==> config.mk <==
export PLATFORM = sky130hd
export DESIGN_NAME = handshake_demux_flat
export DESIGN_NICKNAME = d
export VERILOG_FILES = /design/src/rtl/handshake_demux_if.sv /design/src/rtl/handshake_demux.sv /design/src/flat_wrapper.sv
export SDC_FILE = /design/constraint.sdc
export NUM_CORES = 1
export LEC_CHECK = 0
export ABC_AREA = 1
export BUFFER_PORTS_ARGS = -buffer_cell sky130_fd_sc_hd__buf_2
export CAP_MARGIN = 20
export CORE_AREA = 3 3 111 113
export CTS_CLUSTER_DIAMETER = 30
export CTS_CLUSTER_SIZE = 14
export DETAILED_ROUTE_END_ITERATION = 12
export DIE_AREA = 0 0 114 116
export GPL_ROUTABILITY_DRIVEN = 0
export MAX_ROUTING_LAYER = met4
export PLACE_DENSITY = 0.83
export SETUP_SLACK_MARGIN = 0.3
export SLEW_MARGIN = 20
export SYNTH_ARGS = -nofsm -noshare
export SYNTH_HDL_FRONTEND = slang
export SYNTH_SLANG_ARGS = --single-unit
==> constraint.sdc <==
create_clock -name clk -period 4.35 [get_ports clk]
set_clock_uncertainty 0.05 [all_clocks]
set_input_delay 0.435 -clock clk [delete_from_list [all_inputs] [get_ports clk]]
set_output_delay 0.435 -clock clk [all_outputs]
set_load 0.03 [all_outputs]
==> src/rtl/handshake_demux_if.sv <==
// handshake_demux_if: one input handshake stream plus OUTPUTPORTCOUNT output handshake ports.
// slave is the demux side; master is the producer/consumer side.
interface handshake_demux_if #(
   parameter int DATABITWIDTH    = 16,
   parameter int OUTPUTPORTCOUNT = 4,
   parameter int PORTADDRWIDTH   = 2,
   parameter int REGADDRBITWIDTH = 4
);
   logic                                            InputACK;
   logic                                            InputREQ;
   logic [DATABITWIDTH-1:0]                         InputData;
   logic [REGADDRBITWIDTH-1:0]                      InputAddr;
   logic [PORTADDRWIDTH-1:0]                        InputPort;
   logic [OUTPUTPORTCOUNT-1:0]                      OutputACK;
   logic [OUTPUTPORTCOUNT-1:0]                      OutputREQ;
   logic [OUTPUTPORTCOUNT-1:0][DATABITWIDTH-1:0]    OutputData;
   logic [OUTPUTPORTCOUNT-1:0][REGADDRBITWIDTH-1:0] OutputAddr;
   modport master (
      output InputACK, InputData, InputAddr, InputPort, OutputREQ,
      input  InputREQ, OutputACK, OutputData, OutputAddr
   );
   modport slave (
      input  InputACK, InputData, InputAddr, InputPort, OutputREQ,
      output InputREQ, OutputACK, OutputData, OutputAddr
   );
endinterface

==> src/rtl/handshake_demux.sv <==
// handshake_demux: routes one REQ/ACK stream to per-port 2-entry FIFOs selected by InputPort.
// Define HANDSHAKEDEMUX_DROPCOUNT_EN to add the saturating DropCount for out-of-range ports.
module handshake_demux #(
   parameter int DATABITWIDTH    = 16,
   parameter int OUTPUTPORTCOUNT = 4,
   parameter int PORTADDRWIDTH   = 2,
   parameter int REGADDRBITWIDTH = 4
) (
   input  logic clk,
   input  logic clk_en,
   input  logic sync_rst,
`ifdef HANDSHAKEDEMUX_DROPCOUNT_EN
   output logic [15:0] DropCount,
`endif
   handshake_demux_if.slave bus
);
   logic [DATABITWIDTH-1:0]    data_q [OUTPUTPORTCOUNT][2];
   logic [REGADDRBITWIDTH-1:0] addr_q [OUTPUTPORTCOUNT][2];
   logic [1:0]                 cnt_q  [OUTPUTPORTCOUNT];
   logic [1:0]                 cnt_d  [OUTPUTPORTCOUNT];
   logic [OUTPUTPORTCOUNT-1:0] wp_q, rp_q, push, pop, oack;
   logic                       sel_full, in_req, xfer_in;

   // Out-of-range ports never match a full flag, so they are always accepted and discarded.
   always_comb begin
      sel_full = 1'b0;
      for (int p = 0; p < OUTPUTPORTCOUNT; p++)
         sel_full = sel_full | (int'(bus.InputPort) == p && cnt_q[p] == 2'd2);
      in_req  = clk_en & ~sync_rst & ~sel_full;
      xfer_in = bus.InputACK & in_req;
      push = '0;
      pop  = '0;
      oack = '0;
      for (int p = 0; p < OUTPUTPORTCOUNT; p++) begin
         push[p] = xfer_in && int'(bus.InputPort) == p;
         oack[p] = clk_en && cnt_q[p] != 2'd0;
         pop[p]  = oack[p] & bus.OutputREQ[p];
         cnt_d[p] = cnt_q[p] + {1'b0, push[p]} - {1'b0, pop[p]};
         bus.OutputData[p] = data_q[p][rp_q[p]];
         bus.OutputAddr[p] = addr_q[p][rp_q[p]];
      end
      bus.InputREQ  = in_req;
      bus.OutputACK = oack;
   end

   always_ff @(posedge clk) begin
      if (sync_rst) begin
         wp_q <= '0;
         rp_q <= '0;
         for (int p = 0; p < OUTPUTPORTCOUNT; p++) cnt_q[p] <= 2'd0;
      end else begin
         wp_q <= wp_q ^ push;
         rp_q <= rp_q ^ pop;
         for (int p = 0; p < OUTPUTPORTCOUNT; p++) begin
            cnt_q[p] <= cnt_d[p];
            if (push[p]) begin
               data_q[p][wp_q[p]] <= bus.InputData;
               addr_q[p][wp_q[p]] <= bus.InputAddr;
            end
         end
      end
   end

`ifdef HANDSHAKEDEMUX_DROPCOUNT_EN
   logic [15:0] drop_q, drop_d;
   always_comb
      drop_d = (xfer_in && int'(bus.InputPort) >= OUTPUTPORTCOUNT && drop_q != 16'hFFFF) ? drop_q + 16'd1 : drop_q;
   always_ff @(posedge clk)
      drop_q <= sync_rst ? 16'd0 : drop_d;
   assign DropCount = drop_q;
`endif
endmodule
==> src/flat_wrapper.sv <==
// flat-port wrapper written by rule: the top's interface ports become plain ports
module handshake_demux_flat 
#(
   parameter int DATABITWIDTH    = 16,
   parameter int OUTPUTPORTCOUNT = 4,
   parameter int PORTADDRWIDTH   = 2,
   parameter int REGADDRBITWIDTH = 4
)
  (clk, clk_en, sync_rst, bus_InputACK, bus_InputData, bus_InputAddr, bus_InputPort, bus_OutputREQ, bus_InputREQ, bus_OutputACK, bus_OutputData, bus_OutputAddr);
  handshake_demux_if #(.DATABITWIDTH(DATABITWIDTH), .OUTPUTPORTCOUNT(OUTPUTPORTCOUNT), .PORTADDRWIDTH(PORTADDRWIDTH), .REGADDRBITWIDTH(REGADDRBITWIDTH)) bus_i ();
  input  logic clk;
  input  logic clk_en;
  input  logic sync_rst;
  input wire logic [$bits(bus_i.InputACK)-1:0] bus_InputACK;
  input wire logic [$bits(bus_i.InputData)-1:0] bus_InputData;
  input wire logic [$bits(bus_i.InputAddr)-1:0] bus_InputAddr;
  input wire logic [$bits(bus_i.InputPort)-1:0] bus_InputPort;
  input wire logic [$bits(bus_i.OutputREQ)-1:0] bus_OutputREQ;
  output wire logic [$bits(bus_i.InputREQ)-1:0] bus_InputREQ;
  output wire logic [$bits(bus_i.OutputACK)-1:0] bus_OutputACK;
  output wire logic [$bits(bus_i.OutputData)-1:0] bus_OutputData;
  output wire logic [$bits(bus_i.OutputAddr)-1:0] bus_OutputAddr;
  assign bus_i.InputACK = bus_InputACK;
  assign bus_i.InputData = bus_InputData;
  assign bus_i.InputAddr = bus_InputAddr;
  assign bus_i.InputPort = bus_InputPort;
  assign bus_i.OutputREQ = bus_OutputREQ;
  assign bus_InputREQ = bus_i.InputREQ;
  assign bus_OutputACK = bus_i.OutputACK;
  assign bus_OutputData = bus_i.OutputData;
  assign bus_OutputAddr = bus_i.OutputAddr;
  handshake_demux #(.DATABITWIDTH(DATABITWIDTH), .OUTPUTPORTCOUNT(OUTPUTPORTCOUNT), .PORTADDRWIDTH(PORTADDRWIDTH), .REGADDRBITWIDTH(REGADDRBITWIDTH)) u_core (.clk(clk), .clk_en(clk_en), .sync_rst(sync_rst), .bus(bus_i));
endmodule
; ---- Word-level counts from Yosys, hierarchy flattened
; Memories as Yosys holds them, arrays and structs flattened.
; Index checks and enable logic that the tools add are counted.
[word_totals]
n_memories = 3
in_bits = 30
regBits = 8
ramBits = 168
[mem_list]
columns = name, words, word_bits, read_ports, rd_ports_with_merged_regs, wr, line
row1 = u_core.data_q, 4, 32, 4, 0, 1, handshake_demux.sv:17  ; logic [DATABITWIDTH-1:0] data_q [OUTPUTPORTCOUNT][2];
row2 = u_core.addr_q, 4, 8, 4, 0, 1, handshake_demux.sv:18  ; logic [REGADDRBITWIDTH-1:0] addr_q [OUTPUTPORTCOUNT][2];
row3 = u_core.cnt_q, 4, 2, 4, 0, 4, handshake_demux.sv:19  ; logic [1:0] cnt_q [OUTPUTPORTCOUNT];
[classes]
eq_ne = 7
n_addsub = 8
magnitude_cmp = 12
bitwise_logic = 26
reduce_logical = 27
mux = 81
[op_table]
columns = cell, n
row1 = $mux W32, 10
row2 = $mux W16, 16
row3 = $reduce_or A32 Y1, 3
row4 = $mux W8, 10
row5 = $demux W16 S1, 4
row6 = $mux W4, 16
row7 = $reduce_or A8 Y1, 3
row8 = $mux W2, 10
row9 = $demux W4 S1, 4
row10 = $ge A2 B2 Y1 const B, 8
row11 = $logic_and A1 B1 Y1, 16
row12 = $not A1 Y2, 8
row13 = $eq A2 B2 Y1 const B, 6
row14 = $mux W1, 11
row15 = $add A2 B1 Y2, 4
row16 = $lt A2 B1 Y1 const B, 4
row17 = $reduce_bool A2 Y1, 4
row18 = $sub A2 B1 Y2, 4
row19 = $xor A4 B4 Y4, 2
row20 = $and A1 B1 Y1, 7
row21 = $or A1 B1 Y1, 7
row22 = $eq A2 B1 Y1 const B, 1
row23 = $logic_not A2 Y1, 1
row24 = $not A1 Y1, 2

; ---- Depth between registers and ports, before layout
; Gate-level depths: netlist of the first run.
[depth]
word_depth = 16
ltp_mapped = 12

; ---- Worst setup path after synthesis of the first run
; Ideal clock, no wire load.
[synth_path]
path_kind = input to register
start = input port sync_rst
end = memory u_core.addr_q[1][0] (netlist bit) (enable)
slack_ns = 1.998
path_buffers = 1
stages = 6
arrival_time_ns = 1.906
cell_sequence = buf_2 nor2_4 nand2_1 nor2_4 nand4_2 nor2_1
[synth_via]
elab_chain_cells = 12
[synth_rtl]
columns = element, line
row1 = "start, declared", flat_wrapper.sv:13  ; input logic sync_rst;
row2 = $not A1 Y1, handshake_demux.sv:29  ; in_req = clk_en & ~sync_rst & ~sel_full;
row3 = $and A1 B1 Y1 (2 in a row), handshake_demux.sv:29
row4 = $and A1 B1 Y1, handshake_demux.sv:30  ; xfer_in = bus.InputACK & in_req;
row5 = $logic_and A1 B1 Y1, handshake_demux.sv:35  ; push[p] = xfer_in && int'(bus.InputPort) == p;
row6 = $mux W1, handshake_demux.sv:56  ; if (push[p]) begin
row7 = $mux W1, handshake_demux.sv:47  ; if (sync_rst) begin
row8 = $mux W8 (not written as such), handshake_demux.sv:58  ; addr_q[p][wp_q[p]] <= bus.InputAddr;
row9 = $reduce_or A8 Y1 (no line), --
row10 = $mux W2 (no line) / $mux W8 (equally long branches) (3 in a row), --
row11 = "end, declared", handshake_demux.sv:18
; Parallel ways exist; a longest one is shown, timed or not.

; ---- Worst setup path after layout of the first run
[layout_path]
start = register u_core.rp_q[3]
end = output port bus_OutputData[62]
[layout_via]
elab_chain_cells = 4
[layout_rtl]
columns = element, line
row1 = "start, declared", handshake_demux.sv:21  ; logic [OUTPUTPORTCOUNT-1:0] wp_q, rp_q, push, pop, oack;
row2 = "start signal, assigned", handshake_demux.sv:53  ; rp_q <= rp_q ^ pop;
row3 = $not A1 Y2 (not written as such), handshake_demux.sv:39  ; bus.OutputData[p] = data_q[p][rp_q[p]];
row4 = $mux W16 (not written as such) (3 in a row), handshake_demux.sv:39
row5 = "end, declared", flat_wrapper.sv:21  ; output wire logic [$bits(bus_i.OutputData)-1:0] bus_OutputData;
; Every way passes these cells. The select of a mux whose other input is x is not followed.

==> results.txt, run 1 <==
Syn_nets = 606
Peak supply drop = 0.295 mV
Setup bufs post-CTS = 0
Post-CTS Resized = 0
Hold slack = 249 ps
Worst slew pin tran = 1080 ps
Antenna violations before repair = 0
WL/cell = 17.9 µm
Crit-path cells = inv_1 > nand2_1 > nand2_1 > buf_2
Drt total wl = 15100 µm
Initial core utilization = 0.596
Synthesis Warnings = 0
Outcome = completed
Register area share after synthesis = 0.753
DRC Markers = 0
Die area = 13200 µm²
Post-CTS Hold Buffers = 0
Data arrival, critical path = 2530 ps
Fillers = 759
CTS buffer count = 17
Port bufs = 114
CP Launch Type = flop
RSZ-0062 raised after global routing = false
Final core occ = 0.707
Synth cell types = 21
Slew Viols, Final = 0
CTS Sinks = 176
Critical path capture point type = output port
Ranking of synthesized cells by area = edfxtp_1 (71%), nand2_1 (15%), dfxtp_1 (4.7%)
Global route overflow = 0
Synthesized flop and latch total = 176
Chip width = 114 µm
Hold Vio Cnt, Final = 0
Io pins = 115
Syn-to-layout area delta = 18.6%
Relative slew slack = 0.277
Worst Path Max Fanout = 22
Final setup viols = 0
Maxcap violations = 0
Critical path class = reg -> out
Clock tree buffer depth = 2
Via-to-Cell Ratio = 5.33
Period utilization = 0.693
Die Span Y = 116 µm
Reg2reg path depth = 6
Slowest stage delay, CP = 960 ps
Post-DRT Antenna Nets = 0
Post-DP HPWL = 9800 µm
Synth top area share = 0.706
Later-pin clock latency in the skew report = 420 ps
Cell leakage power = 3.38 nW
FMAX = 0.332 GHz
Global-route wire length before repair = 22600 µm
Htree depth = 4
DR vias = 4477
WP data required = 3870 ps
Final setup TNS = 0 ps
Pin count of the biggest net entering global routing = 23
Rows = 39
Cells after synthesis = 568
Synthesized area per cell = 12.0 µm²
All-Layer GR Usage = 0.241
Root Driver = clkbuf_16
Ant diodes = 0
Fin nets = 722
TritonCTS clock tree = built
Pwr Total = 3.46 mW
Depth of the worst hold-timing path = 1
Crit path top cell by count = nand2_1
Share of layout cells above drive strength 1 = 0.237
Leading area contributor after synthesis = edfxtp_1
Core Region = 11400 µm²
Worst min-delay path class = in -> reg
Number of global-route vias before repair = 4378
PwrDens = 429 nW/µm²
Mapped Area = 6800 µm²
Slowest-stage cell, CP = dfxtp_1
TritonRoute pass-1 iters = 6
Clk pin slew, worst setup/hold paths = 70 ps
Clock period minus worst slack = 3020 ps
Drt initial violations = 399
==> per-stage QoR <==
stage	setup slack (ps)	std cells	cell area, µm²
after floorplan	2000	568	6800
after global placement	1870	808	7500
after detailed placement	1780	808	7500
after CTS	1380	840	8060
after global routing	1220	840	8070
final	1330	840	8070
==> where the power goes <==
part | internal, mW | total, mW | leakage (nW) | switching (mW)
Clock | 0.805 | 1.42 | 0.263 | 0.616
Sequential | 1.86 | 1.87 | 1.57 | 0.00830
Combinational | 0.0436 | 0.177 | 1.55 | 0.133
==> final cells by class <==
cell class	instances	area, µm²	area share
clock buffer	20	447	0.0554
clock inverter	12	110	0.0136
inverter	36	135	0.0167
multi-input combinational	337	1490	0.184
sequential	176	5120	0.635
tap	143	179	0.0222
timing repair buffer	116	586	0.0726
==> kinds of logic (layout without fill, tap and decap cells) <==
family	after synthesis	in the layout	synth area share
XOR/XNOR	4	4	0.00515
flip-flops	176	176	0.753
AO/OA/AOI/OAI	8	8	0.00644
adder cells (fa/ha/maj)	8	8	0.0147
buffers and inverters	55	184	0.0307
AND/OR/NAND/NOR	317	317	0.189
==> critical path: cells and delay by family (launching register included) <==
family | cells | cell delay, ps
buffers and inverters | 2 | 830
flip-flops | 1 | 960
AND/OR/NAND/NOR | 2 | 320
==> final timing paths <==
check                                                   start                              to  slack, ps
worst min register to register      u_core.wp_q[1]$_SDFF_PP0_       u_core.wp_q[1]$_SDFF_PP0_        530
worst min-delay path                        bus_InputData[15]  u_core.data_q[2][15]$_DFFE_PP_        250
worst max register to register  u_core.cnt_q[0][6]$_SDFF_PP0_   u_core.addr_q[0][1]$_DFFE_PP_       2120
worst max-delay path                u_core.rp_q[3]$_SDFF_PP0_              bus_OutputData[62]       1330
==> placed cells by master (no fill, tap or decap), types with 6 or more instances in the layout <==
master	Yosys	layout
buf_2	2	114
nand2_1	272	272
dfxtp_1	16	16
nor2_4	4	6
ha_1	8	8
nor2_1	24	20
clkbuf_16	0	17
edfxtp_1	160	160
inv_1	34	34
a21oi_1	7	7
==> synth_stat cells, drive strengths merged <==
library cell	number
or2	1
dfxtp	16
nand2	273
nand4	8
nor3b	3
o21ai	1
a21oi	7
nand3	2
clkbuf	8
xnor2	4
nor2	30
buf	11
edfxtp	160
ha	8
inv	36
==> sequential cells by signal, indices dropped and copies added, names as in the netlist <==
| name | cells |
|---|---|
| u_core.cnt_q | 8 |
| u_core.rp_q | 4 |
| u_core.data_q | 128 |
| u_core.wp_q | 4 |
| u_core.addr_q | 32 |
==> metal layers <==
layer,vias up,part of all wire,global-route usage
met5,-,0,-
met4,0,0.024,0.108
met3,38,0.080,0.0548
met2,215,0.50,0.377
met1,2127,0.40,0.306
li1,2097,-,-
(Power assumes the default switching activity.)
==> run 2: changes to the inputs <==
--- a/config.mk
+++ b/config.mk
@@ -5,17 +5,17 @@
 export SDC_FILE = /design/constraint.sdc
 export NUM_CORES = 1
 export LEC_CHECK = 0
-export ABC_AREA = 1
+export ABC_AREA = 0
 export BUFFER_PORTS_ARGS = -buffer_cell sky130_fd_sc_hd__buf_2
 export CAP_MARGIN = 20
-export CORE_AREA = 3 3 111 113
+export CORE_AREA = 3 3 115 117
 export CTS_CLUSTER_DIAMETER = 30
 export CTS_CLUSTER_SIZE = 14
 export DETAILED_ROUTE_END_ITERATION = 12
-export DIE_AREA = 0 0 114 116
+export DIE_AREA = 0 0 118 120
 export GPL_ROUTABILITY_DRIVEN = 0
 export MAX_ROUTING_LAYER = met4
-export PLACE_DENSITY = 0.83
+export PLACE_DENSITY = 0.77
 export SETUP_SLACK_MARGIN = 0.3
 export SLEW_MARGIN = 20
 export SYNTH_ARGS = -nofsm -noshare
==> constraint.sdc (replaced) <==
create_clock -name clk -period 2.8 [get_ports clk]
set_clock_uncertainty 0.05 [all_clocks]
set_input_delay 0.28 -clock clk [delete_from_list [all_inputs] [get_ports clk]]
set_output_delay 0.28 -clock clk [all_outputs]
set_load 0.03 [all_outputs]
==> results.txt, run 2 <==
Number of flops mapped to enable cells by yosys = 160
CP Launch Type = flop
Initial core utilization = 0.535
All-Layer GR Usage = 0.200
Share of layout cells above drive strength 1 = 0.486
Chip width = 118 µm
Post-synth top cells = edfxtp_1 (160), mux2_2 (80), dfxtp_1 (16), nor2_1 (16), clkbuf_1 (10)
Maxcap violations = 0
WL/cell = 19.5 µm
Reg2reg path depth = 8
Io pins = 115
Worst min-delay path class = in -> reg
Mapped Area = 6670 µm²
Critical path capture point type = output port
Syn_nets = 389
Clock tree buffer depth = 2
Post-DRT Antenna Nets = 0
Post-CTS Hold Buffers = 0
CTS Sinks = 176
Depth of the worst hold-timing path = 1
Commonest non-fill, non-tap cell in the layout = edfxtp_1
FFs w/ async S/R, synth = 0
Synth Area in Adders = 0.0150
Antenna violations before repair = 0
Ant diodes = 0
DRC Markers = 0
Number of global-route vias before repair = 3636
Later-pin clock latency in the skew report = 420 ps
Rows = 41
Root Driver = clkbuf_16
Placed cell count = 637
Post-DP HPWL = 8200 µm
FMAX = 0.440 GHz
Hold Vio Cnt, Final = 0
Slowest stage delay, CP = 600 ps
Drt initial violations = 174
Final setup TNS = 0 ps
Pin count of the biggest net entering global routing = 21
Slowest-stage cell, CP = dfxtp_1
Most frequent cells in the layout = edfxtp_1 (160), buf_2 (114), mux2_2 (80), clkbuf_16 (17), dfxtp_1 (16)
Simple-gate share of the synthesized area = 0.0359
Final setup viols = 0
Crit-path cells = buf_4 > mux2_2 > buf_2
Relative slew slack = 0.619
Drt total wl = 13000 µm
Worst slew pin tran = 572 ps
Fin nets = 522
Slew Viols, Final = 0
Setup bufs post-CTS = 0
Core Region = 12500 µm²
Synth Area in Compound Gates = 0.0126
Cell leakage power = 3.01 nW
Outcome = completed
WP data required = 2470 ps
Clock period minus worst slack = 2270 ps
Synthesized flop and latch total = 176
Leading area contributor after synthesis = edfxtp_1
CTS buffer count = 17
Top FF cell, synth = edfxtp_1
Via-to-Cell Ratio = 5.19
TritonCTS clock tree = built
Synth cell types = 28
Cells after synthesis = 351
Post-CTS Resized = 0
Register area share after synthesis = 0.769
Htree depth = 4
Main combinational cell family by area after synthesis = multiplexers
RSZ-0062 raised after global routing = false
Global route overflow = 0
Synthesis Warnings = 0
Die Span Y = 120 µm
PwrDens = 648 nW/µm²
Most frequent cell after synthesis = edfxtp_1
Syn-to-layout area delta = 21.1%
Period utilization = 0.811
Worst Path Max Fanout = 13
Data arrival, critical path = 1940 ps
Port bufs = 114
Die area = 14200 µm²
Worst Setup Slack, final = 528 ps
Ranking of synthesized cells by area = edfxtp_1 (72%), mux2_2 (14%), dfxtp_1 (4.8%)
Critical path class = reg -> out
Synth top area share = 0.721
DR vias = 3470
Mux share of post-synthesis cell area = 0.143
Post-route insts no fill = 668
Clk pin slew, worst setup/hold paths = 60 ps
TritonRoute pass-1 iters = 4
Largest register FFs = 128
Global-route wire length before repair = 20300 µm
Peak supply drop = 0.510 mV
Synthesized area per cell = 19.0 µm²
Synth Area in XOR/XNOR = 0.0118
Pre-CTS WS = 500 ps
run 2: cell count changes in the layout (fill, tap and decap cells not counted), moves of 5 or more:
cell and delta:
a21oi_1 -6, buf_4 +7, clkinv_1 +5, inv_1 -25
mux2_2 +80, mux2i_1 +5, nand2_1 -268, nor2_1 -12
nor2_4 -6, nor2b_1 +5
run 2: metal layers:
layer / track usage / vias up / part of all wire / routed length (µm)
met1: 0.248 / 1718 / 0.43 / 5560
met2: 0.307 / 118 / 0.48 / 6270
met3: 0.0707 / 23 / 0.072 / 945
met4: 0.0747 / 0 / 0.021 / 272
met5: - / - / 0 / 0
li1: - / 1611 / - / -
run 2: final timing paths:
kind | start | endpoint | slack [ps]
setup reg to reg | u_core.cnt_q[0][2]$_SDFF_PP0_ | u_core.cnt_q[0][3]$_SDFF_PP0_ | 680
hold / removal | bus_InputData[0] | u_core.data_q[2][0]$_DFFE_PP_ | 70
hold reg to reg | u_core.wp_q[2]$_SDFF_PP0_ | u_core.wp_q[2]$_SDFF_PP0_ | 450
setup / recovery | u_core.rp_q[1]$_SDFF_PP0_ | bus_OutputData[17] | 530
run 2: cells by family after synthesis:
logic type,Yosys count
flops,176
mux,85
simple gates,42
buf+inv,21
compound gates,10
xor+xnor,9
fa+ha+maj,8
run 2: final cells by class:
class	count	area [µm²]
Sequential cell	176	5120
Inverter	9	33.8
Tap cell	172	215
Timing Repair Buffer	126	698
Multi-Input combinational cell	154	1470
Clock inverter	13	96.3
Fill cell	909	4400
Clock buffer	18	429
run 2: worst max-delay path, delay by kind of cell, from the launching register on:
| family | cells | cell delay, ps |
|---|---|---|
| DFF | 1 | 600 |
| buffers and inverters | 2 | 530 |
| muxes | 1 | 380 |
run 2: stage by stage:
step / util / hold WS (ps) / power (mW) / cell area [µm²]
after floorplan: - / 302 / 3.08 / 6670
after global placement: 0.605 / 422 / 3.17 / 7540
after detailed placement: 0.605 / 436 / 3.18 / 7540
after CTS: 0.647 / 56.6 / 5.27 / 8070
after global routing: 0.647 / 80.9 / 5.38 / 8070
final: 0.647 / 72.6 / 5.23 / 8070
run 2: power by group:
| group | switching (mW) | total (mW) | internal (mW) |
|---|---|---|---|
| sequential | 0.0134 | 2.90 | 2.89 |
| combinational | 0.146 | 0.223 | 0.0769 |
| clock | 0.906 | 2.10 | 1.20 |
| total | 1.07 | 5.23 | 4.16 |
==> run 3: changes to the inputs <==
==> constraint.sdc (replaced) <==
create_clock -name clk -period 2.32 [get_ports clk]
set_clock_uncertainty 0.05 [all_clocks]
set_input_delay 0.232 -clock clk [delete_from_list [all_inputs] [get_ports clk]]
set_output_delay 0.232 -clock clk [all_outputs]
set_load 0.03 [all_outputs]
==> results.txt, run 3 (same netlist as run 2, synthesis figures left out) <==
Die area = 14200 µm²
Rows = 41
Final setup viols = 0
Relative slew slack = 0.773
FMAX = 0.521 GHz
Critical path class = reg -> out
CP Launch Type = flop
All-Layer GR Usage = 0.203
Pwr Total = 6.39 mW
Slowest-stage cell, CP = dfxtp_4
Clock tree buffer depth = 2
Io pins = 115
Peak supply drop = 0.583 mV
Chip width = 118 µm
Number of global-route vias before repair = 3547
Antenna violations before repair = 0
Cell leakage power = 3.07 nW
Post-DP HPWL = 8340 µm
Clk pin slew, worst setup/hold paths = 60 ps
Fin nets = 532
TritonRoute pass-1 iters = 4
CTS Sinks = 176
Post-DRT Antenna Nets = 0
Share of layout cells above drive strength 1 = 0.506
FF+latch area = 5130 µm²
Drt total wl = 13600 µm
Via-to-Cell Ratio = 5.19
Die Span Y = 120 µm
Initial core utilization = 0.535
Worst slew pin tran = 341 ps
Worst Path Max Fanout = 8
PwrDens = 779 nW/µm²
Slew Viols, Final = 0
Maxcap violations = 0
Commonest non-fill, non-tap cell in the layout = edfxtp_1
Period utilization = 0.827
Hold slack = 35.3 ps
Hold Vio Cnt, Final = 0
Most frequent cells in the layout = edfxtp_1 (160), buf_2 (114), mux2_2 (80), clkbuf_16 (17), buf_4 (16)
Final setup TNS = 0 ps
Later-pin clock latency in the skew report = 420 ps
Port bufs = 114
CTS buffer count = 17
TritonCTS clock tree = built
Core Region = 12500 µm²
Root Driver = clkbuf_16
WL/cell = 20.2 µm
Reg2reg setup slack = 400 ps
Data arrival, critical path = 1640 ps
Post-route cell area = 8200 µm²
Drt initial violations = 270
Area after DPL = 7620 µm²
Crit-path cells = buf_4 > mux2_2 > buf_2
Slowest stage delay, CP = 440 ps
Final core occ = 0.658
Htree depth = 4
Clock period minus worst slack = 1920 ps
Pin count of the biggest net entering global routing = 21
Syn-to-layout area delta = 23.0%
Worst min-delay path class = in -> reg
Largest register FFs = 128
Multi-input gate area = 1480 µm²
DRC Markers = 0
Ant diodes = 0
Global route overflow = 0
RSZ-0062 raised after global routing = false
Fillers = 855
Global-route wire length before repair = 20400 µm
Outcome = completed
WP data required = 2040 ps
Critical path capture point type = output port
DR vias = 3507
run 3: cell count changes in the layout (fill, tap and decap cells not counted), moves of 2 or more:
cell	change
buf_4	+7
dfxtp_1	-4
buf_12	+3
clkinv_1	-3
dfxtp_2	+3
clkbuf_1	+2
run 3: routing by layer:
metal / global-route usage / wire length (µm) / up-vias
met4: 0.0725 / 200 / 0
met5: - / 0 / -
met1: 0.246 / 5840 / 1751
li1: - / - / 1624
met3: 0.0613 / 819 / 19
met2: 0.326 / 6760 / 113
run 3: critical path: cells and delay by family, from the launching register on:
kind,cells,cell delay [ps]
multiplexers,1,380
flip-flops,1,440
buffers and inverters,2,410
run 3: final timing paths:
kind                                 start                             end  cells past startpoint
max reg2reg  u_core.cnt_q[0][2]$_SDFF_PP0_   u_core.cnt_q[0][3]$_SDFF_PP0_                      8
min                       bus_InputData[6]  u_core.data_q[3][22]$_DFFE_PP_                      1
max              u_core.rp_q[2]$_SDFF_PP0_              bus_OutputAddr[11]                      3
min reg2reg      u_core.wp_q[2]$_SDFF_PP0_       u_core.wp_q[2]$_SDFF_PP0_                      1
run 3: report_power, final:
group / leakage (nW) / switching (mW) / internal (mW)
logic: 1.24 / 0.178 / 0.0981
registers: 1.57 / 0.0151 / 3.48
clock network: 0.260 / 1.06 / 1.55
total: 3.07 / 1.26 / 5.13
run 3: through the flow:
| stage | worst slack (ps) | std cells |
|---|---|---|
| after floorplan | 16.7 | 351 |
| after detailed placement | 118 | 642 |
| after global placement | 195 | 642 |
| after global routing | 313 | 676 |
| after CTS | 308 | 671 |
| final | 400 | 676 |
run 3: timing repair:
item	4_1_cts	5_1_grt
setup buffers	0	5
setup endpoints to repair	31	3
resized for setup	4	2
pin swaps	0	1
hold buffers	0	0
run 3: cell type report:
| type | instances | area share |
|---|---|---|
| Timing Repair Buffer | 136 | 0.0989 |
| Sequential cell | 176 | 0.626 |
| Tap cell | 172 | 0.0262 |
| Inverter | 9 | 0.00412 |
| Clock inverter | 9 | 0.0116 |
| Multi-Input combinational cell | 154 | 0.180 |
| Clock buffer | 20 | 0.0533 |
